--- src/rtl/chroma_pkg.sv ---
// Shared types, BT.601 integer coefficients and the output clamp for the
// YUV444 -> XRGB32 conversion stage.
package chroma_pkg;

    // Studio swing: Y spans 16..235, 8-bit fixed-point coefficients.
    localparam logic signed [19:0] K_Y_STUDIO  = 20'sd298;
    localparam logic signed [19:0] K_RV_STUDIO = 20'sd409;
    localparam logic signed [19:0] K_GU_STUDIO = 20'sd100;
    localparam logic signed [19:0] K_GV_STUDIO = 20'sd208;
    localparam logic signed [19:0] K_BU_STUDIO = 20'sd516;
    localparam logic signed [9:0]  Y_OFS_STUDIO = 10'sd16;

    // Full swing: no luma offset.
    localparam logic signed [19:0] K_Y_FULL  = 20'sd256;
    localparam logic signed [19:0] K_RV_FULL = 20'sd359;
    localparam logic signed [19:0] K_GU_FULL = 20'sd88;
    localparam logic signed [19:0] K_GV_FULL = 20'sd183;
    localparam logic signed [19:0] K_BU_FULL = 20'sd454;
    localparam logic signed [9:0]  Y_OFS_FULL = 10'sd0;

    localparam logic signed [9:0]  C_OFS = 10'sd128;
    localparam logic signed [19:0] ROUND = 20'sd128;

    localparam int unsigned PX_W     = 32;
    localparam int unsigned PX0_BASE = 0;
    localparam int unsigned PX1_BASE = 32;

    // Packed MSB-first, so v lands in bits [7:0] and pad in [31:24].
    typedef struct packed {
        logic [7:0] pad;
        logic [7:0] y;
        logic [7:0] u;
        logic [7:0] v;
    } yuv_px_t;

    // Packed MSB-first, so b lands in bits [7:0] and a in [31:24].
    typedef struct packed {
        logic [7:0] a;
        logic [7:0] r;
        logic [7:0] g;
        logic [7:0] b;
    } rgb_px_t;

    function automatic logic [7:0] clamp_u8(input logic signed [19:0] x);
        logic signed [11:0] s;
        s = 12'(x >>> 8);
        if (s < 12'sd0)
            return 8'h00;
        else if (s > 12'sd255)
            return 8'hff;
        else
            return s[7:0];
    endfunction

endpackage

--- src/rtl/nasti_stream_channel.sv ---
// Valid/ready stream channel carrying data, byte keep and end-of-packet marker.
interface nasti_stream_channel #(
    parameter int unsigned N_PORT     = 1,
    parameter int unsigned DATA_WIDTH = 64
);
    logic                                  t_valid;
    logic                                  t_ready;
    logic [DATA_WIDTH-1:0]                 t_data;
    logic [N_PORT-1:0][DATA_WIDTH/8-1:0]   t_keep;
    logic                                  t_last;

    modport master (output t_valid, output t_data, output t_keep, output t_last,
                    input  t_ready);
    modport slave  (input  t_valid, input  t_data, input  t_keep, input  t_last,
                    output t_ready);
endinterface

--- src/rtl/yuv_to_rgb_px.sv ---
// Three-stage single-pixel YUV -> RGB datapath: offsets, products, shift/clamp.
module yuv_to_rgb_px
    import chroma_pkg::*;
#(
    parameter bit         FULL_RANGE = 1'b0,
    parameter logic [7:0] ALPHA      = 8'h00
) (
    input  logic    clk,
    input  logic    rst,
    input  logic    ce,
    input  logic    live,
    input  yuv_px_t px,
    output rgb_px_t rgb
);
    localparam logic signed [19:0] KY  = FULL_RANGE ? K_Y_FULL  : K_Y_STUDIO;
    localparam logic signed [19:0] KRV = FULL_RANGE ? K_RV_FULL : K_RV_STUDIO;
    localparam logic signed [19:0] KGU = FULL_RANGE ? K_GU_FULL : K_GU_STUDIO;
    localparam logic signed [19:0] KGV = FULL_RANGE ? K_GV_FULL : K_GV_STUDIO;
    localparam logic signed [19:0] KBU = FULL_RANGE ? K_BU_FULL : K_BU_STUDIO;
    localparam logic signed [9:0]  YO  = FULL_RANGE ? Y_OFS_FULL : Y_OFS_STUDIO;

    logic signed [9:0]  c, d, e;
    logic signed [19:0] c20, d20, e20;
    logic signed [19:0] r_acc, g_acc, b_acc;
    logic               unused_pad;

    assign c20 = 20'(c);
    assign d20 = 20'(d);
    assign e20 = 20'(e);
    assign unused_pad = ^px.pad;

    always_ff @(posedge clk or negedge rst) begin
        if (!rst) begin
            c     <= '0;
            d     <= '0;
            e     <= '0;
            r_acc <= '0;
            g_acc <= '0;
            b_acc <= '0;
            rgb   <= '0;
        end else if (ce) begin
            c     <= $signed({2'b00, px.y}) - YO;
            d     <= $signed({2'b00, px.u}) - C_OFS;
            e     <= $signed({2'b00, px.v}) - C_OFS;
            r_acc <= KY * c20 + KRV * e20 + ROUND;
            g_acc <= KY * c20 - KGU * d20 - KGV * e20 + ROUND;
            b_acc <= KY * c20 + KBU * d20 + ROUND;
            // Dead pixels leave every byte, alpha included, at zero.
            rgb   <= live ? {ALPHA, clamp_u8(r_acc), clamp_u8(g_acc), clamp_u8(b_acc)} : '0;
        end
    end
endmodule

--- src/rtl/yuv444_to_rgb32.sv ---
// Two-pixel-per-beat YUV444 -> XRGB32 stream converter with a 3-stage pipeline
// and a single global advance enable driven by the output handshake.
module yuv444_to_rgb32
    import chroma_pkg::*;
#(
    parameter bit         FULL_RANGE = 1'b0,
    parameter logic [7:0] ALPHA      = 8'h00
) (
    input  logic                      clk,
    input  logic                      rst,
    nasti_stream_channel.slave        src,
    nasti_stream_channel.master       dst
);
    logic       ce;
    logic       accept;
    logic       run;
    logic [1:0] valid_q;
    logic [1:0] last_q;
    logic [1:0] live_in, live_s1, live_s2;
    rgb_px_t    px_out [2];

    assign ce         = !dst.t_valid || dst.t_ready;
    assign src.t_ready = run && ce;
    assign accept     = src.t_valid && src.t_ready;
    assign dst.t_data = {px_out[1], px_out[0]};

    // Holds t_ready low through reset without a combinational path from rst.
    always_ff @(posedge clk or negedge rst) begin
        if (!rst)
            run <= 1'b0;
        else
            run <= 1'b1;
    end

    for (genvar n = 0; n < 2; n++) begin : g_px
        localparam int unsigned BASE = (n == 0) ? PX0_BASE : PX1_BASE;

        assign live_in[n] = (src.t_keep[0][4*n +: 4] == 4'hf);

        yuv_to_rgb_px #(
            .FULL_RANGE (FULL_RANGE),
            .ALPHA      (ALPHA)
        ) u_px (
            .clk  (clk),
            .rst  (rst),
            .ce   (ce),
            .live (live_s2[n]),
            .px   (src.t_data[BASE +: PX_W]),
            .rgb  (px_out[n])
        );
    end

    always_ff @(posedge clk or negedge rst) begin
        if (!rst) begin
            valid_q     <= '0;
            last_q      <= '0;
            live_s1     <= '0;
            live_s2     <= '0;
            dst.t_valid <= 1'b0;
            dst.t_last  <= 1'b0;
            dst.t_keep  <= '0;
        end else if (ce) begin
            valid_q       <= {valid_q[0], accept};
            last_q        <= {last_q[0], accept && src.t_last};
            live_s1       <= live_in;
            live_s2       <= live_s1;
            dst.t_valid   <= valid_q[1];
            dst.t_last    <= last_q[1];
            dst.t_keep[0] <= {{4{live_s2[1]}}, {4{live_s2[0]}}};
        end
    end
endmodule

--- src/flat_wrapper.sv ---
// flat-port wrapper written by rule: the top's interface ports become plain ports
module yuv444_to_rgb32_flat import chroma_pkg::*;
#(
    parameter bit         FULL_RANGE = 1'b0,
    parameter logic [7:0] ALPHA      = 8'h00
)
  (clk, rst, src_t_valid, src_t_data, src_t_keep, src_t_last, src_t_ready, dst_t_valid, dst_t_data, dst_t_keep, dst_t_last, dst_t_ready);
  nasti_stream_channel #(.N_PORT(1), .DATA_WIDTH(64)) src_i ();
  nasti_stream_channel #(.N_PORT(1), .DATA_WIDTH(64)) dst_i ();
  input  logic clk;
  input  logic rst;
  input wire logic [$bits(src_i.t_valid)-1:0] src_t_valid;
  input wire logic [$bits(src_i.t_data)-1:0] src_t_data;
  input wire logic [$bits(src_i.t_keep)-1:0] src_t_keep;
  input wire logic [$bits(src_i.t_last)-1:0] src_t_last;
  output wire logic [$bits(src_i.t_ready)-1:0] src_t_ready;
  output wire logic [$bits(dst_i.t_valid)-1:0] dst_t_valid;
  output wire logic [$bits(dst_i.t_data)-1:0] dst_t_data;
  output wire logic [$bits(dst_i.t_keep)-1:0] dst_t_keep;
  output wire logic [$bits(dst_i.t_last)-1:0] dst_t_last;
  input wire logic [$bits(dst_i.t_ready)-1:0] dst_t_ready;
  assign src_i.t_valid = src_t_valid;
  assign src_i.t_data = src_t_data;
  assign src_i.t_keep = src_t_keep;
  assign src_i.t_last = src_t_last;
  assign src_t_ready = src_i.t_ready;
  assign dst_t_valid = dst_i.t_valid;
  assign dst_t_data = dst_i.t_data;
  assign dst_t_keep = dst_i.t_keep;
  assign dst_t_last = dst_i.t_last;
  assign dst_i.t_ready = dst_t_ready;
  yuv444_to_rgb32 #(.FULL_RANGE(FULL_RANGE), .ALPHA(ALPHA)) u_core (.clk(clk), .rst(rst), .src(src_i), .dst(dst_i));
endmodule
--- config.mk ---
export PLATFORM = sky130hd
export DESIGN_NAME = yuv444_to_rgb32_flat
export DESIGN_NICKNAME = d
export VERILOG_FILES = /design/src/rtl/chroma_pkg.sv /design/src/rtl/nasti_stream_channel.sv /design/src/rtl/yuv_to_rgb_px.sv /design/src/rtl/yuv444_to_rgb32.sv /design/src/flat_wrapper.sv
export SDC_FILE = /design/constraint.sdc
export NUM_CORES = 1
export LEC_CHECK = 0
export CAP_MARGIN = 5
export CORE_ASPECT_RATIO = 1.4
export CORE_UTILIZATION = 50
export CTS_BUF_LIST = sky130_fd_sc_hd__clkbuf_2 sky130_fd_sc_hd__clkbuf_4 sky130_fd_sc_hd__clkbuf_8
export CTS_CLUSTER_DIAMETER = 50
export CTS_CLUSTER_SIZE = 12
export DETAILED_ROUTE_END_ITERATION = 8
export GPL_TIMING_DRIVEN = 1
export HOLD_SLACK_MARGIN = 0.02
export PLACE_DENSITY = 0.7
export RECOVER_POWER = 25
export SLEW_MARGIN = 10
export SYNTH_ARGS = -nofsm -noshare
export SYNTH_HDL_FRONTEND = slang
export SYNTH_HIERARCHICAL = 1
export SYNTH_SLANG_ARGS = --single-unit
--- constraint.sdc ---
create_clock -name clk -period 9.5 [get_ports clk]
set_input_delay 2.375 -clock clk [delete_from_list [all_inputs] [get_ports clk]]
set_output_delay 2.375 -clock clk [all_outputs]
set_load 0.01 [all_outputs]
==> results.md <==
Die:
- The die covers around 43000 um^2.
- The die is around 170 um wide.
- The total area inside the core boundary comes to between 40000 and 50000 um^2.
- In this run the core area contains between 80 and 90 standard-cell rows.
- For this configuration, the core starts out at a cell density of 0.5067.
- For this design the top-level I/O count stands at ~150.
- From bottom edge to top edge, the die measures 244.0 um.

Status:
- The run finished with clean final reports.

Placement:
- The pre-CTS worst setup slack is ~2200 ps.
- Summed over all nets, the half-perimeter wirelength after detailed placement is 36.42 mm.
- The final weighted congestion in routability-driven placement is a little under 0.9.
- The count of buffers added on input and output ports is 119.

Setup path:
- The critical path is of the flip-flop to flip-flop type.
- The capture point of the worst reg-to-reg path is u_core/g_px[1].u_px/r_acc[19].
- The cell depth of the worst flop-to-flop path is 25.
- Of all nets on the critical path, the largest fanout is 4.
- The startpoint identified for the worst register-to-register timing path is u_core/g_px[1].u_px/c[3].
- For this run, the slowest stage of the critical path takes about 540 ps.
- The slack of the worst reg-to-reg path is 2250 ps.
- The data arrival time at the worst-slack endpoint is roughly 7700 ps.
- The category of the worst setup path launch point is a flip-flop.
- For this design, the slowest cell found on the critical path is sky130_fd_sc_hd__fa_1.
- The data required time of the critical path is ~9900 ps.
- The category of the worst setup path capture point is a flip-flop.

Route:
- The total detailed-routing wirelength is roughly 44 mm.
- Across all layers, the routed design uses 14570 vias.
- Using the TritonRoute via totals, the vias-per-cell ratio works out to ~5.3.
- The number of remaining DRC errors is 0.
- Before antenna repair, the detailed router went through 4 iterations.
- The count of nets left with antenna violations once routing finished came out at 0.
- The routed wire length per instance is roughly 16 um.
- The number of violations reported at the end of detailed-routing iteration 0 is around 370.

Yosys:
- The synthesized area per cell is 10.07 um^2.
- The sequential cell area fraction in the yosys report is 0.2189.
- The cell count after synthesis came out at approximately 2100.
- The share of synthesized registers carrying an async set or reset is 1.000.
- The count of different cell masters after synthesis is 74.
- In this run, synthesis produced a sequential element count of about 180.
- For this run, the leading register cell type out of synthesis is sky130_fd_sc_hd__dfrtp_1.
- For this run, the number of Yosys warnings is 6.
- The post-synthesis instance area is 20920 um^2.
- The number of flops mapped to enable cells by yosys is 0.

Global routing:
- The largest net degree at the start of global routing is between 100 and 150.
- The number of antenna violations at the first check in global routing is 0.
- The remaining global-route overflow is 0.
- Across every metal layer, demand over resource in global routing totals 0.2183.
- The first global-routing pass estimated about 74 mm of wire.
- The number of global-route vias before repair is roughly 16000.

STA:
- The slew of the pin with the lowest slew margin is around 1100 ps.
- The tightest hold path in the finished design has a slack of around 480 ps.
- For the final routed database, the setup TNS stands at 0 ps.
- The post-layout worst setup margin is approximately 2200 ps.
- The routed design could run at a clock period as short as approximately 7300 ps.
- Setup repair after global routing left no endpoint under its margin.
- The post-route clock period utilization is 0.7632.
- The final number of hold-violating endpoints is 0.
- The final number of max-transition violations is 0.
- The relative slew slack is 0.2833.
- Setup violations remaining at the end of the flow were counted as 0.
- The peak clock frequency supported by timing is 0.1379 GHz.
- For the final database, setup skew stands at roughly 17 ps.

Clock network:
- The CTS buffer count is 17.
- Hold repair after CTS inserted 0 buffers.
- The number of setup buffers added after CTS is 0.
- Gates resized during post-CTS repair numbered 0.
- After clock tree synthesis, the clock-pin slew on the worst setup and hold paths is 110 ps.
- The number of buffers on the longest clock path is 2.
- Clock latency on the worst-skew pair, taken at its later pin, is 530 ps.
- Clock tree synthesis selected as its root buffer the cell sky130_fd_sc_hd__clkbuf_8.
- The CTS tree is yes.
- The H-tree depth reported by CTS is 4.
- The number of clock sinks is about 180.

Flow run:
- The count of maximum capacitance violations is 0.

Finish:
- The area growth from synthesis to layout is 9.802%.
- Fill cells in the final layout number approximately 3700.
- The proportion of layout cells with a drive suffix above 1 is 0.06807.
- Measured on the finished design, the core utilization comes to 0.5564.
- The sequential cells in the finished layout cover a total of approximately 4600 um^2.
- After the last flow step, the layout net total stands at between 2000 and 3000.
- In the final layout, the multi-input gates occupy about 15000 um^2.
- The number of antenna cells inserted is 0.

Min path:
- The startpoint identified for the worst hold timing path is u_core/valid_q[1].
- The worst hold path terminates at u_core/dst.t_valid.
- The min-delay analysis places its worst path in the category flip-flop to flip-flop.
- The depth of the worst hold-timing path is 1.
sequential cells by signal, summed over array words and instances, names as in the netlist:
register and flops:
u_core/g_px.u_px/g_acc 24, u_core/g_px.u_px/r_acc 24, u_core/valid_q 2, u_core/g_px.u_px/c 18
u_core/g_px.u_px/e 16, u_core/dst.t_last 1, u_core/live_s2 2, u_core/last_q 2
u_core/dst.t_valid 1, u_core/dst.t_keep 2, u_core/run 1, u_core/live_s1 2
u_core/g_px.u_px/d 16, u_core/g_px.u_px/b_acc 24, u_core/g_px.u_px/rgb 48
cells in the mapped netlist, types with 7 or more instances:
| library cell | count | share of area |
|---|---|---|
| sky130_fd_sc_hd__a21o_1 | 57 | 0.020 |
| sky130_fd_sc_hd__a21oi_1 | 93 | 0.022 |
| sky130_fd_sc_hd__a31oi_1 | 14 | 0.0042 |
| sky130_fd_sc_hd__and3_1 | 7 | 0.0021 |
| sky130_fd_sc_hd__buf_1 | 7 | 0.0013 |
| sky130_fd_sc_hd__buf_4 | 22 | 0.0079 |
| sky130_fd_sc_hd__clkbuf_1 | 28 | 0.0050 |
| sky130_fd_sc_hd__dfrtp_1 | 183 | 0.22 |
| sky130_fd_sc_hd__fa_1 | 132 | 0.13 |
| sky130_fd_sc_hd__ha_1 | 480 | 0.29 |
| sky130_fd_sc_hd__inv_1 | 368 | 0.066 |
| sky130_fd_sc_hd__mux2_2 | 79 | 0.043 |
| sky130_fd_sc_hd__mux2i_1 | 7 | 0.0033 |
| sky130_fd_sc_hd__nand2_1 | 53 | 0.0095 |
| sky130_fd_sc_hd__nand2b_1 | 10 | 0.0030 |
| sky130_fd_sc_hd__nand3_1 | 14 | 0.0033 |
| sky130_fd_sc_hd__nand4_1 | 12 | 0.0036 |
| sky130_fd_sc_hd__nor2_1 | 109 | 0.020 |
| sky130_fd_sc_hd__nor2b_1 | 18 | 0.0054 |
| sky130_fd_sc_hd__nor3_1 | 15 | 0.0036 |
| sky130_fd_sc_hd__o21a_1 | 8 | 0.0029 |
| sky130_fd_sc_hd__o21ai_0 | 49 | 0.012 |
| sky130_fd_sc_hd__o21bai_1 | 23 | 0.0083 |
| sky130_fd_sc_hd__o22ai_1 | 25 | 0.0075 |
| sky130_fd_sc_hd__o2bb2ai_1 | 25 | 0.010 |
| sky130_fd_sc_hd__or2_2 | 8 | 0.0024 |
| sky130_fd_sc_hd__or3_1 | 8 | 0.0024 |
| sky130_fd_sc_hd__xnor2_1 | 91 | 0.038 |
| sky130_fd_sc_hd__xor2_1 | 48 | 0.020 |
through the flow:
step | std cells | instance area (um^2)
floorplan | 2092 | 20970
global placement | 2697 | 22560
detailed placement | 2697 | 22560
CTS | 2729 | 22970
global route | 2729 | 22970
finish | 2729 | 22970
cells in the final DEF (no fill, tap or decap), types with 4 or more instances in the layout:
cell	netlist	routed
sky130_fd_sc_hd__o21bai_1	23	23
sky130_fd_sc_hd__a211o_1	4	4
sky130_fd_sc_hd__or2_2	8	8
sky130_fd_sc_hd__o21ai_1	5	5
sky130_fd_sc_hd__nand4_1	12	12
sky130_fd_sc_hd__nor3_1	15	15
sky130_fd_sc_hd__xor2_1	48	48
sky130_fd_sc_hd__o21ai_0	49	49
sky130_fd_sc_hd__xnor2_1	91	91
sky130_fd_sc_hd__or3_1	8	8
sky130_fd_sc_hd__clkbuf_8	0	20
sky130_fd_sc_hd__inv_8	0	5
sky130_fd_sc_hd__nand3_1	14	14
sky130_fd_sc_hd__o21a_1	8	8
sky130_fd_sc_hd__conb_1	3	17
sky130_fd_sc_hd__a21oi_1	93	93
sky130_fd_sc_hd__dfrtp_1	183	183
sky130_fd_sc_hd__mux2_4	5	5
sky130_fd_sc_hd__o2bb2ai_1	25	25
sky130_fd_sc_hd__clkdlybuf4s50_1	0	118
sky130_fd_sc_hd__and3_1	7	7
sky130_fd_sc_hd__nand2b_1	10	10
sky130_fd_sc_hd__a21o_1	57	57
sky130_fd_sc_hd__nor2_1	109	109
sky130_fd_sc_hd__a31oi_1	14	14
sky130_fd_sc_hd__nor2b_1	18	18
sky130_fd_sc_hd__a211oi_1	5	5
sky130_fd_sc_hd__mux2_2	79	79
sky130_fd_sc_hd__inv_1	368	368
sky130_fd_sc_hd__mux2i_1	7	7
sky130_fd_sc_hd__buf_4	22	6
sky130_fd_sc_hd__fa_1	132	132
sky130_fd_sc_hd__o22ai_1	25	25
sky130_fd_sc_hd__o211ai_1	6	6
sky130_fd_sc_hd__nand2_1	53	53
sky130_fd_sc_hd__o31ai_1	4	4
sky130_fd_sc_hd__ha_1	480	480
how the worst max path moves through the flow:
stage                                         from                             to  slack, ps  cells after the start
after floorplan           u_core/g_px[1].u_px/c[3]  u_core/g_px[1].u_px/r_acc[19]       2870                     25
after global placement    u_core/g_px[1].u_px/c[3]  u_core/g_px[1].u_px/r_acc[19]       2240                     25
after detailed placement  u_core/g_px[1].u_px/c[3]  u_core/g_px[1].u_px/r_acc[19]       2210                     25
after CTS                 u_core/g_px[1].u_px/c[3]  u_core/g_px[1].u_px/r_acc[19]       2180                     25
after global routing      u_core/g_px[1].u_px/c[3]  u_core/g_px[1].u_px/r_acc[18]       1920                     25
final                     u_core/g_px[1].u_px/c[3]  u_core/g_px[1].u_px/r_acc[19]       2250                     25
layout make-up:
class	instances	area share
multi-input combinational	1481	0.6393
timing repair buffer	125	0.05398
inverter	368	0.06013
clock buffer	19	0.01138
sequential	183	0.1993
clock inverter	13	0.006481
tap	540	0.02941
critical path: cells and delay by family (launching register included):
kind,cells,cell delay (ps)
fa+ha+maj,10,4070
compound gates,8,1790
xor+xnor,2,490
flops,1,470
buf+inv,4,220
simple gates,1,90
metal layers:
| metal | track usage | vias to the layer above | wire length (um) | part of all wire |
|---|---|---|---|---|
| met5 | 0 | - | 0 | 0 |
| met4 | 0.09923 | 0 | 1741 | 0.039 |
| met3 | 0.02379 | 68 | 780 | 0.018 |
| met2 | 0.4293 | 170 | 24550 | 0.55 |
| met1 | 0.2281 | 7169 | 17220 | 0.39 |
| li1 | - | 7164 | - | - |
cell families after synthesis:
logic type,share of synthesized area
adders and majority gates,0.4134
xor gates and xnor gates,0.06034
muxes,0.04946
DFF,0.2189
other,0.0005382
buffers and inverters,0.08169
AOI/OAI and AO/OA,0.1141
and+or+nand+nor,0.06160
Power is left out: the tool's default activity adds up to more than one toggle a clock period on the data nets, which glitch-free logic cannot reach.
